$ cat src/rtl/demux_rr_dispatch.sv
// rtl/demux_rr_dispatch.sv - round-robin dispatch stage feeding the 1-to-4 demux; optional DEMUX_DISPATCH_CNT_EN accept counters
module demux_rr_dispatch #(
    parameter int width = 8,
    parameter int snum  = 2,
    localparam int NCH  = 1 << snum
) (
    input  logic                 clk,
    input  logic                 rst_n,
    input  logic [width-1:0]     in_data,
    input  logic                 in_valid,
    output logic                 in_ready,
    input  logic [NCH-1:0]       ch_ready,
    output logic [width-1:0]     out_data,
    output logic [snum-1:0]      out_sel,
    output logic                 out_valid,
    output logic [NCH*8-1:0]     ch_cnt
);

    logic [snum-1:0] ptr;
    logic [snum-1:0] pick;
    logic [snum-1:0] cand;
    logic            found;
    logic            accept;
    logic            load;

    assign accept   = out_valid & ch_ready[out_sel];
    assign in_ready = ~out_valid | accept;
    assign load     = in_valid & in_ready;

    // First ready channel at or after ptr (wrapping); fall back to ptr when none is ready
    always_comb begin
        pick  = ptr;
        cand  = '0;
        found = 1'b0;
        for (int i = 0; i < NCH; i++) begin
            cand = ptr + snum'(i);
            if (!found && ch_ready[cand]) begin
                pick  = cand;
                found = 1'b1;
            end
        end
    end

    // Output word register: load on handshake, clear valid when drained, otherwise hold the choice
    always_ff @(posedge clk or negedge rst_n) begin
        if (!rst_n) begin
            out_valid <= 1'b0;
            out_data  <= '0;
            out_sel   <= '0;
            ptr       <= '0;
        end else if (load) begin
            out_valid <= 1'b1;
            out_data  <= in_data;
            out_sel   <= pick;
            ptr       <= pick + 1'b1;
        end else if (accept) begin
            out_valid <= 1'b0;
        end
    end

`ifdef DEMUX_DISPATCH_CNT_EN
    logic [7:0] cnt [NCH];

    // Per-channel saturating count of accepted words
    always_ff @(posedge clk or negedge rst_n) begin
        if (!rst_n) begin
            for (int k = 0; k < NCH; k++) cnt[k] <= '0;
        end else if (accept && cnt[out_sel] != 8'hFF) begin
            cnt[out_sel] <= cnt[out_sel] + 8'd1;
        end
    end

    // Flatten the counters onto the output bus, channel k in bits [8k+7:8k]
    always_comb begin
        ch_cnt = '0;
        for (int k = 0; k < NCH; k++) ch_cnt[8*k +: 8] = cnt[k];
    end
`else
    assign ch_cnt = '0;
`endif

endmodule

$ cat config.mk
export PLATFORM = sky130hd
export DESIGN_NAME = demux_rr_dispatch
export DESIGN_NICKNAME = d
export VERILOG_FILES = /design/src/rtl/demux_rr_dispatch.sv
export SDC_FILE = /design/constraint.sdc
export NUM_CORES = 1
export LEC_CHECK = 0
export CORE_AREA = 2 2 55 57
export CTS_CLUSTER_DIAMETER = 60
export DETAILED_ROUTE_END_ITERATION = 10
export DIE_AREA = 0 0 57 59
export PLACE_DENSITY_LB_ADDON = 0.3
export SYNTH_ARGS = -nofsm -noshare
export SYNTH_HDL_FRONTEND = slang
export SYNTH_SLANG_ARGS = --single-unit
$ cat constraint.sdc
create_clock -name clk -period 2 [get_ports clk]
set_input_delay 0.6 -clock clk [delete_from_list [all_inputs] [get_ports clk]]
set_output_delay 0.6 -clock clk [all_outputs]
set_load 0.02 [all_outputs]
; ---- Yosys cells after proc, flatten, opt, wreduce, memory -nomap -nowiden
; Cells that the tools add are included.
[word_totals]
ff_bits = 13
output_inout_bits = 44
[classes]
addsub = 4
n_lt_le_gt_ge = 5
n_mux = 18
bitwise_logic = 4
reduce_logical = 7
[op_table]
columns = cell, count
row1 = $lt A2 B3 Y1 const B, 5
row2 = $bmux W1 S2, 5
row3 = $mux W1, 10
row4 = $mux W2, 3
row5 = $add A2 B1 Y2 const B, 2
row6 = $add A2 B2 Y2 const B, 2
row7 = $logic_and A1 B1 Y1, 3
row8 = $logic_not A1 Y1, 3
row9 = $and A1 B1 Y1, 2
row10 = $reduce_bool A2 Y1, 1
row11 = $not A1 Y1, 1
row12 = $or A1 B1 Y1, 1

; ---- Depth between registers and ports, before layout
; Gate-level depths: netlist (run 1).
[logic_depth]
word_depth = 13
ltp_mapped = 5
mapped_depth_nobuf = 4

; ---- Worst setup path before layout (run 1)
; No wires, ideal clock.
[synth_timing]
path_kind = input -> output
startpoint = in ch_ready[1]
endpoint = out in_ready
t_arrival_ns = 1.145
t_required_ns = 1.400
setup_slack_ns = 0.255
cell_stages = 2
path_buffers = 0
path_cell_list = mux2_4 o22a_2
[synth_between]
elab_chain_cells = 4
[synth_rtl]
columns = element, line_no
row1 = start: declaration, 12  ; input logic [NCH-1:0] ch_ready,
row2 = $bmux W1 S2, 26  ; assign accept = out_valid & ch_ready[out_sel];
row3 = $mux W1 (implied by the code), 26
row4 = $and A1 B1 Y1, 26
row5 = $or A1 B1 Y1, 27  ; assign in_ready = ~out_valid | accept;
row6 = end: declaration, 11  ; output logic in_ready,
; Every way passes these cells. The select of a mux whose other input is x is not followed.

; ---- Final worst setup path (run 1)
[layout_timing]
startpoint = in ch_ready[3]
endpoint = out in_ready
; The elaborated chain is that of the path after synthesis.

==> flow_summary.yaml, run 1 <==
sta:
  tightest_slew_ns: 0.565
  setup_violations: 1
  hold_viol_final: 0
  period_share_pct: 100
  rsz0062_at_grt: "true"
  max_freq_ghz: 0.498
  period_minus_slack_ns: 2.01
  holdWs_ns: 0.511
  worst_slack_ns: -0.00865
  finalClockSkew_ns: 0.00309
  relSlewSlack_pct: 62.2
  maxSlewViolCount: 0
  fin_setup_tns_ns: -0.00865
grt:
  antenna_found_initial: 0
  grt_pass1_vias: 628
  grt_start_max_net_pins: 14
  grt_usage_pct: 10.0
  overflow: 0
  grt_pass1_wl_um: 2640
cts:
  cts_made_buffers: 3
  cts-hold-fix-buffers: 0
  cts.sink_count: 13
  root_buffer: "clkbuf_4"
  cts_max_level: 1
  clkLatencyLatePin_ns: 0.27
  path_clk_slew_ns: 0.07
  post_cts.repair.setup_buffers: 0
  tritoncts: "built"
  clockBufferDepth: 2
worst_setup_path:
  cp_data_arrival_time_ns: 1.41
  path_class: "primary input to output port"
  cp_max_fo: 2
  path_delay_family: "buffers and inverters"
  cpPeakStageDelay_ns: 0.27
  crit_path_end_kind: "output port"
  crit_chain: "clkdlybuf4s15_2 > mux2_4 > o22a_4 > buf_6"
  critPathLaunchType: "primary input"
  crit_buf_inv: 2
  cp.required_ns: 1.40
  cp_slowest_cell: "mux2_4"
yosys:
  postSynthAreaPerCell_um2: 10.3
  synth_warnings: 0
  syn-instance-count: 90
  ys_seq_area_share_pct: 34.9
  syn_area_um2: 931
  ys_types: 23
  ys_ff_latch: 13
final_layout:
  final_common_cell: "conb_1"
  diodes: 0
  syn_to_final_growth_pct: 32.0
  fin_util_pct: 45.3
  drive_above_1_share_pct: 25.4
  fin_area_mm2: 0.00123
  nNetsFinal: 146
  final_cell_mix: "32 x conb_1, 20 x clkdlybuf4s50_1, 12 x dfrtp_1"
  fillers: 266
detailed_routing:
  vias: 668
  ant_nets: 0
  wl_um: 1680
  wl_per_cell_um: 10.4
  drc: 0
  firstDrtPassIters: 4
  drt-vias-per-instance: 4.15
  drt_iter0_drc: 10
worst_hold_path:
  hp-class: "register to register"
floorplanning:
  start_util_pct: 34.3
  fp.dieH_um: 59
  ios: 59
  rows: 19
  dieArea_mm2: 0.00336
  core_mm2: 0.00271
  die_x_um: 57
power_and_ir_drop:
  powerDensity_mw_per_mm2: 1300
  vdd_drop_max_mv: 0.838
  power.leakage_nw: 0.590
outcome:
  violations: "negative setup slack"
  outcome: "complete, but fails checks"
placement:
  post_dp_cell_area_mm2: 0.00120
  numPortBuffers: 26
  hpwl_um: 1350
  gp_congestion: 0.722
run:
  maxCapViolations: 0
==> power by group <==
part	switching [mW]	leakage (nW)	internal (mW)
combinational	0.441	0.424	0.520
sequential	0.0897	0.151	0.389
clock	0.0816	0.0150	0.0774
total	0.613	0.590	0.986
==> worst paths after layout <==
check / end / startpoint / slack (ns) / cells past startpoint
setup / recovery: in_ready / ch_ready[3] / -0.009 / 4
hold / removal: out_data[0]$_DFFE_PN0P_ / out_data[0]$_DFFE_PN0P_ / 0.51 / 1
setup reg to reg: out_data[6]$_DFFE_PN0P_ / out_sel[1]$_DFFE_PN0P_ / 0.31 / 5
hold reg to reg: out_data[0]$_DFFE_PN0P_ / out_data[0]$_DFFE_PN0P_ / 0.51 / 1
max in group asynchronous: out_sel[1]$_DFFE_PN0P_ / rst_n / 0.91 / 1
min in group asynchronous: out_data[2]$_DFFE_PN0P_ / rst_n / 0.68 / 1
==> through the flow <==
stage	setup WS [ns]	power (mW)	std cells
after floorplan	0.255	1.05	121
after global placement	-0.677	1.42	157
after detailed placement	-0.678	1.44	157
after CTS	-0.0369	1.60	161
after global routing	-0.0409	1.70	161
final	-0.00865	1.60	161
==> final cells by class <==
class | instances | area [µm²] | area share (%)
clock buffer | 4 | 26.3 | 2.14
inverter | 2 | 7.51 | 0.611
multi-input combinational | 73 | 470 | 38.3
sequential | 13 | 327 | 26.6
tap | 31 | 38.8 | 3.16
timing repair buffer | 38 | 359 | 29.2
==> state kept, by name, indices dropped and copies added, names as in the netlist <==
register   count
out_sel        2
ptr            2
out_valid      1
out_data       8
==> Yosys cell counts <==
cell       number  area [µm²]
buf_4          32         240
dfrtp_1        13         325
mux2_4          6        90.1
nand2_1         5        18.8
o21ai_0         5        25.0
mux2_2          4        45.0
nor2b_1         4        25.0
nor2_1          3        11.3
a2bb2oi_1       2        17.5
inv_1           2        7.51
o31ai_1         2        15.0
a21boi_0        1        7.51
a21oi_1         1        5.00
buf_6           1        11.3
conb_1          1        3.75
nand2b_1        1        6.26
nand4b_1        1        8.76
o21bai_1        1        7.51
o221ai_4        1        26.3
o22a_2          1        10.0
o31a_1          1        8.76
or2_2           1        6.26
or2b_2          1        8.76
==> what timing repair did <==
action / 4_1_cts / 5_1_grt
pin swaps: 1 / 1
endpoints found under the hold margin: 0 / 0
resized for setup: 18 / 2
setup endpoints to repair: 2 / 1
==> cell families after synthesis <==
| group | count (synthesis) | synth area share, % |
|---|---|---|
| buffers and inverters | 35 | 27.8 |
| AND/OR/NAND/NOR | 16 | 9.14 |
| AO/OA/AOI/OAI | 15 | 13.2 |
| flip-flops | 13 | 34.9 |
| multiplexers | 10 | 14.5 |
| other | 1 | 0.403 |
==> routing by layer <==
metal  track usage (%)  part of all wire [%]  vias up
met2              17.1                    48       42
met4              4.98                  0.83        0
li1                  -                     -      318
met3              2.62                   9.2        2
met5                 0                     0        -
met1              11.8                    42      306
Power figures use the tool's default switching activity.
==> inputs of run 2 (changes only) <==
--- a/config.mk
+++ b/config.mk
@@ -9,7 +9,7 @@
 export CTS_CLUSTER_DIAMETER = 60
 export DETAILED_ROUTE_END_ITERATION = 10
 export DIE_AREA = 0 0 57 59
-export PLACE_DENSITY_LB_ADDON = 0.3
+export PLACE_DENSITY = 0.87
 export SYNTH_ARGS = -nofsm -noshare
 export SYNTH_HDL_FRONTEND = slang
 export SYNTH_SLANG_ARGS = --single-unit
==> run 2 against run 1 <==
- the flow still finishes with violations (negative setup slack)
- global-route usage up 1.0 points
- wire length increased by 5.3%
- power increased by 0.26%
==> flow_summary.yaml, run 2 (synthesis results as in run 1) <==
outcome:
  outcome: "complete, but fails checks"
  violations: "negative setup slack"
sta:
  period_minus_slack_ns: 2.00
  tightest_slew_ns: 0.577
  finalClockSkew_ns: 0.000999
  hold_viol_final: 0
  rsz0062_at_grt: "true"
  maxSlewViolCount: 0
  setup_violations: 1
  fin_setup_tns_ns: -0.00176
  worst_slack_ns: -0.00176
  period_share_pct: 100
  max_freq_ghz: 0.500
  relSlewSlack_pct: 61.4
placement:
  dp.cells: 157
  hpwl_um: 1420
  numPortBuffers: 26
  gp_congestion: 0.794
cts:
  root_buffer: "clkbuf_4"
  cts_made_buffers: 3
  clkLatencyLatePin_ns: 0.27
  cts-hold-fix-buffers: 0
  clockBufferDepth: 2
  path_clk_slew_ns: 0.07
  cts_max_level: 1
  tritoncts: "built"
  cts.sink_count: 13
power_and_ir_drop:
  vdd_drop_max_mv: 0.689
  power.leakage_nw: 0.605
  powerDensity_mw_per_mm2: 1300
  finalPower_mw: 1.60
final_layout:
  largest_registers: "out_data (8), out_sel (2), ptr (2)"
  largest_register_ffs: 8
  regMostFlops: "out_data"
  fin_cells: 162
  final_common_cell: "conb_1"
  final_cell_mix: "32 x conb_1, 19 x clkdlybuf4s50_1, 12 x dfrtp_1, 12 x buf_4, 6 x mux2_4"
  syn_to_final_growth_pct: 32.4
  drive_above_1_share_pct: 26.0
  diodes: 0
  fillers: 264
  nNetsFinal: 147
worst_setup_path:
  crit_chain: "clkdlybuf4s15_1 > mux2_4 > o22a_4 > buf_6"
  cpPeakStageDelay_ns: 0.29
  cp.required_ns: 1.40
  cp_max_fo: 2
  crit_buf_inv: 2
  cp_data_arrival_time_ns: 1.40
  cp_slowest_cell: "mux2_4"
  crit_path_end_kind: "output port"
  path_class: "primary input to output port"
  path_delay_family: "buffers and inverters"
  critPathLaunchType: "primary input"
run:
  maxCapViolations: 0
floorplanning:
  fp.dieH_um: 59
  ios: 59
  die_x_um: 57
  start_util_pct: 34.3
  core_mm2: 0.00271
  dieArea_mm2: 0.00336
  rows: 19
detailed_routing:
  firstDrtPassIters: 4
  drt_iter0_drc: 13
  wl_per_cell_um: 10.9
  vias: 672
  ant_nets: 0
  wl_um: 1770
  drt-vias-per-instance: 4.15
  drc: 0
worst_hold_path:
  hp-class: "register to register"
grt:
  grt_pass1_vias: 667
  grt_start_max_net_pins: 14
  antenna_found_initial: 0
  grt_pass1_wl_um: 2860
  grt_usage_pct: 11.1
  overflow: 0
[run 2: where the power goes]
| part | total (mW) | switching, mW | internal [mW] |
|---|---|---|---|
| sequential | 0.478 | 0.0897 | 0.389 |
| clock | 0.156 | 0.0787 | 0.0772 |
| combinational | 0.969 | 0.450 | 0.518 |
[run 2: routing by layer]
layer | global-route usage, % | wire length [µm] | up-vias
met5 | 0 | 0 | -
met2 | 18.9 | 930 | 36
met3 | 3.71 | 155 | 0
met4 | 4.98 | 0 | 0
li1 | - | - | 320
met1 | 12.6 | 680 | 316
[run 2: final cells by class]
cell class              count  area [µm²]  share of cell area (%)
clock buffers               4        26.3                    2.13
inverters                   2        7.51                   0.609
multi-input cells          73         470                    38.2
flip-flops and latches     13         327                    26.5
well taps                  31        38.8                    3.15
repair buffers             39         363                    29.4
[run 2: stage by stage]
step	hold slack, ns	cell area, µm²	util [%]	setup slack (ns)
floorplan	0.304	1050	-	0.255
global placement	0.488	1200	44.2	-0.675
detailed placement	0.495	1200	44.2	-0.681
CTS	0.511	1220	45.1	-0.0356
global route	0.545	1230	45.5	-0.0368
finish	0.506	1230	45.5	-0.00176
[run 2: repair_timing]
item / in CTS / in global routing
endpoints found under the setup margin: 2 / 2
buffers inserted: 1 / 0
pin swaps: 1 / 1
resized for setup: 19 / 3
[run 2: final timing paths]
check,cells past startpoint,to,start,slack [ns]
max in group asynchronous,1,out_sel[1]$_DFFE_PN0P_,rst_n,0.89
min in group asynchronous,1,out_data[6]$_DFFE_PN0P_,rst_n,0.70
setup reg to reg,6,out_data[6]$_DFFE_PN0P_,out_sel[1]$_DFFE_PN0P_,0.17
hold / removal,1,out_data[2]$_DFFE_PN0P_,out_data[2]$_DFFE_PN0P_,0.51
setup / recovery,4,in_ready,ch_ready[0],-0.002
hold reg to reg,1,out_data[2]$_DFFE_PN0P_,out_data[2]$_DFFE_PN0P_,0.51
==> inputs of run 3 (changes only) <==
--- a/config.mk
+++ b/config.mk
@@ -6,6 +6,7 @@
 export NUM_CORES = 1
 export LEC_CHECK = 0
 export CORE_AREA = 2 2 55 57
+export CTS_BUF_LIST = sky130_fd_sc_hd__clkbuf_4 sky130_fd_sc_hd__clkbuf_8
 export CTS_CLUSTER_DIAMETER = 60
 export DETAILED_ROUTE_END_ITERATION = 10
 export DIE_AREA = 0 0 57 59
==> run 3 against run 2 <==
- the run still ends with negative setup slack left
- die area is the same
- global-route usage fell by 0.14 points
- clock-buffer cell count unchanged
- wire length is 0.23% lower
- clock power increased by 9%
- maximum frequency barely moved
- first-iteration DRC count decreased by 15%
- highest routed layer unchanged
==> flow_summary.yaml, run 3 (synthesis results as in run 1) <==
power_and_ir_drop:
  vdd_drop_max_mv: 0.716
  powerDensity_mw_per_mm2: 1310
  power.leakage_nw: 0.609
  finalPower_mw: 1.62
worst_hold_path:
  hp-start: "out_data[2]$_DFFE_PN0P_"
  min_path_cells: 1
  hp-class: "register to register"
final_layout:
  diodes: 0
  fillers: 262
  regArea_um2: 327
  syn_to_final_growth_pct: 32.8
  final_cell_mix: "32 x conb_1, 19 x clkdlybuf4s50_1, 12 x dfrtp_1, 12 x buf_4, 6 x mux2_4"
  drive_above_1_share_pct: 26.7
  regMostFlops: "out_data"
  fin_cells: 162
  final_common_cell: "conb_1"
  nNetsFinal: 147
  largest_register_ffs: 8
  multi_input_area_um2: 470
  largest_registers: "out_data (8), out_sel (2), ptr (2)"
cts:
  cts_max_level: 1
  tritoncts: "built"
  clkLatencyLatePin_ns: 0.27
  path_clk_slew_ns: 0.08
  cts.sink_count: 13
  root_buffer: "clkbuf_4"
  clockBufferDepth: 2
  cts_made_buffers: 3
floorplanning:
  start_util_pct: 34.3
  ios: 59
  fp.dieH_um: 59
  rows: 19
  dieArea_mm2: 0.00336
  die_x_um: 57
  core_mm2: 0.00271
grt:
  grt_pass1_vias: 665
  antenna_found_initial: 0
  overflow: 0
  grt_start_max_net_pins: 14
  grt_pass1_wl_um: 2850
  grt_usage_pct: 10.9
detailed_routing:
  ant_nets: 0
  vias: 672
  drc: 0
  drt_iter0_drc: 11
  wl_per_cell_um: 10.9
  firstDrtPassIters: 4
  drt-vias-per-instance: 4.15
  wl_um: 1760
sta:
  finalClockSkew_ns: 0.00110
  relSlewSlack_pct: 61.7
  tightest_slew_ns: 0.573
  maxSlewViolCount: 0
  rsz0062_at_grt: "true"
  period_minus_slack_ns: 2.00
  worst_slack_ns: -0.00187
  max_freq_ghz: 0.500
  period_share_pct: 100
  hold_viol_final: 0
  setup_violations: 1
outcome:
  violations: "negative setup slack"
  outcome: "complete, but fails checks"
worst_setup_path:
  cp_num_cells: 4
  startpoint: "ch_ready[0]"
  rr_worst_depth: 6
  cpPeakStageDelay_ns: 0.29
  cp_max_fo: 2
  crit_buf_inv: 2
  path_class: "primary input to output port"
  cp.required_ns: 1.40
  timing.rr.start: "out_sel[1]$_DFFE_PN0P_"
  critPathLaunchType: "primary input"
  cp_data_arrival_time_ns: 1.40
  crit_chain: "clkdlybuf4s15_1 > mux2_4 > o22a_4 > buf_6"
  path_delay_family: "buffers and inverters"
  cp_slowest_cell: "mux2_4"
  crit_path_end_kind: "output port"
placement:
  dp.cells: 157
  hpwl_um: 1420
  numPortBuffers: 26
  gp_congestion: 0.794
run:
  maxCapViolations: 0
==> run 3: cell types whose count changed in the layout (fill, tap and decap cells not counted) <==
cell,before,now
clkbuf_4,3,4
clkbuf_1,1,0
==> run 3: path summary, 6_finish.rpt <==
| kind | end | slack, ns |
|---|---|---|
| max | in_ready | -0.002 |
| min | out_data[2]$_DFFE_PN0P_ | 0.51 |
| min reg2reg | out_data[2]$_DFFE_PN0P_ | 0.51 |
| max reg2reg | out_data[6]$_DFFE_PN0P_ | 0.17 |
| min in group asynchronous | out_data[6]$_DFFE_PN0P_ | 0.70 |
| max in group asynchronous | out_sel[1]$_DFFE_PN0P_ | 0.90 |
==> run 3: repair_timing <==
item                                   4_1_cts  5_1_grt
setup endpoints to repair                    2        2
endpoints found under the hold margin        0        0
setup buffers                                1        0
resized for setup                           19        3
hold buffers                                 0        0
pin swaps                                    1        1
==> run 3: layout make-up <==
class / instances / share of cell area, %
well taps: 31 / 3.14
inverters: 2 / 0.607
flip-flops and latches: 13 / 26.4
clock buffers: 4 / 2.43
multi-input cells: 73 / 38.1
repair buffers: 39 / 29.4
==> run 3: metrics by stage <==
| stage | setup TNS [ns] | area (µm²) | setup slack [ns] | util [%] | hold WS [ns] |
|---|---|---|---|---|---|
| floorplan | 0 | 1050 | 0.255 | - | 0.304 |
| global placement | -3.20 | 1200 | -0.675 | 44.2 | 0.488 |
| detailed placement | -3.40 | 1200 | -0.681 | 44.2 | 0.495 |
| CTS | -0.0319 | 1220 | -0.0319 | 45.2 | 0.511 |
| global route | -0.0329 | 1240 | -0.0329 | 45.6 | 0.545 |
| finish | -0.00187 | 1240 | -0.00187 | 45.6 | 0.507 |
==> run 3: layer usage <==
layer	routed length, µm	part of all wire (%)	vias to the layer above	global-route usage (%)
met3	157	8.9	0	3.71
met2	917	52	38	18.9
met4	0	0	0	3.99
met1	686	39	313	12.6
met5	0	0	-	0
li1	-	-	321	-
==> run 3: power breakdown <==
group	switching (mW)	leakage [nW]	total [mW]	internal, mW
combinational	0.450	0.440	0.969	0.518
clock	0.0788	0.0184	0.170	0.0907
sequential	0.0899	0.151	0.479	0.389
total	0.619	0.609	1.62	0.998
==> run 3: worst register-to-register path, delay by kind of cell, from the launching register on <==
kind | cells | cell delay, ns
buf+inv | 3 | 0.43
mux | 2 | 0.66
flops | 1 | 0.45
compound gates | 1 | 0.19
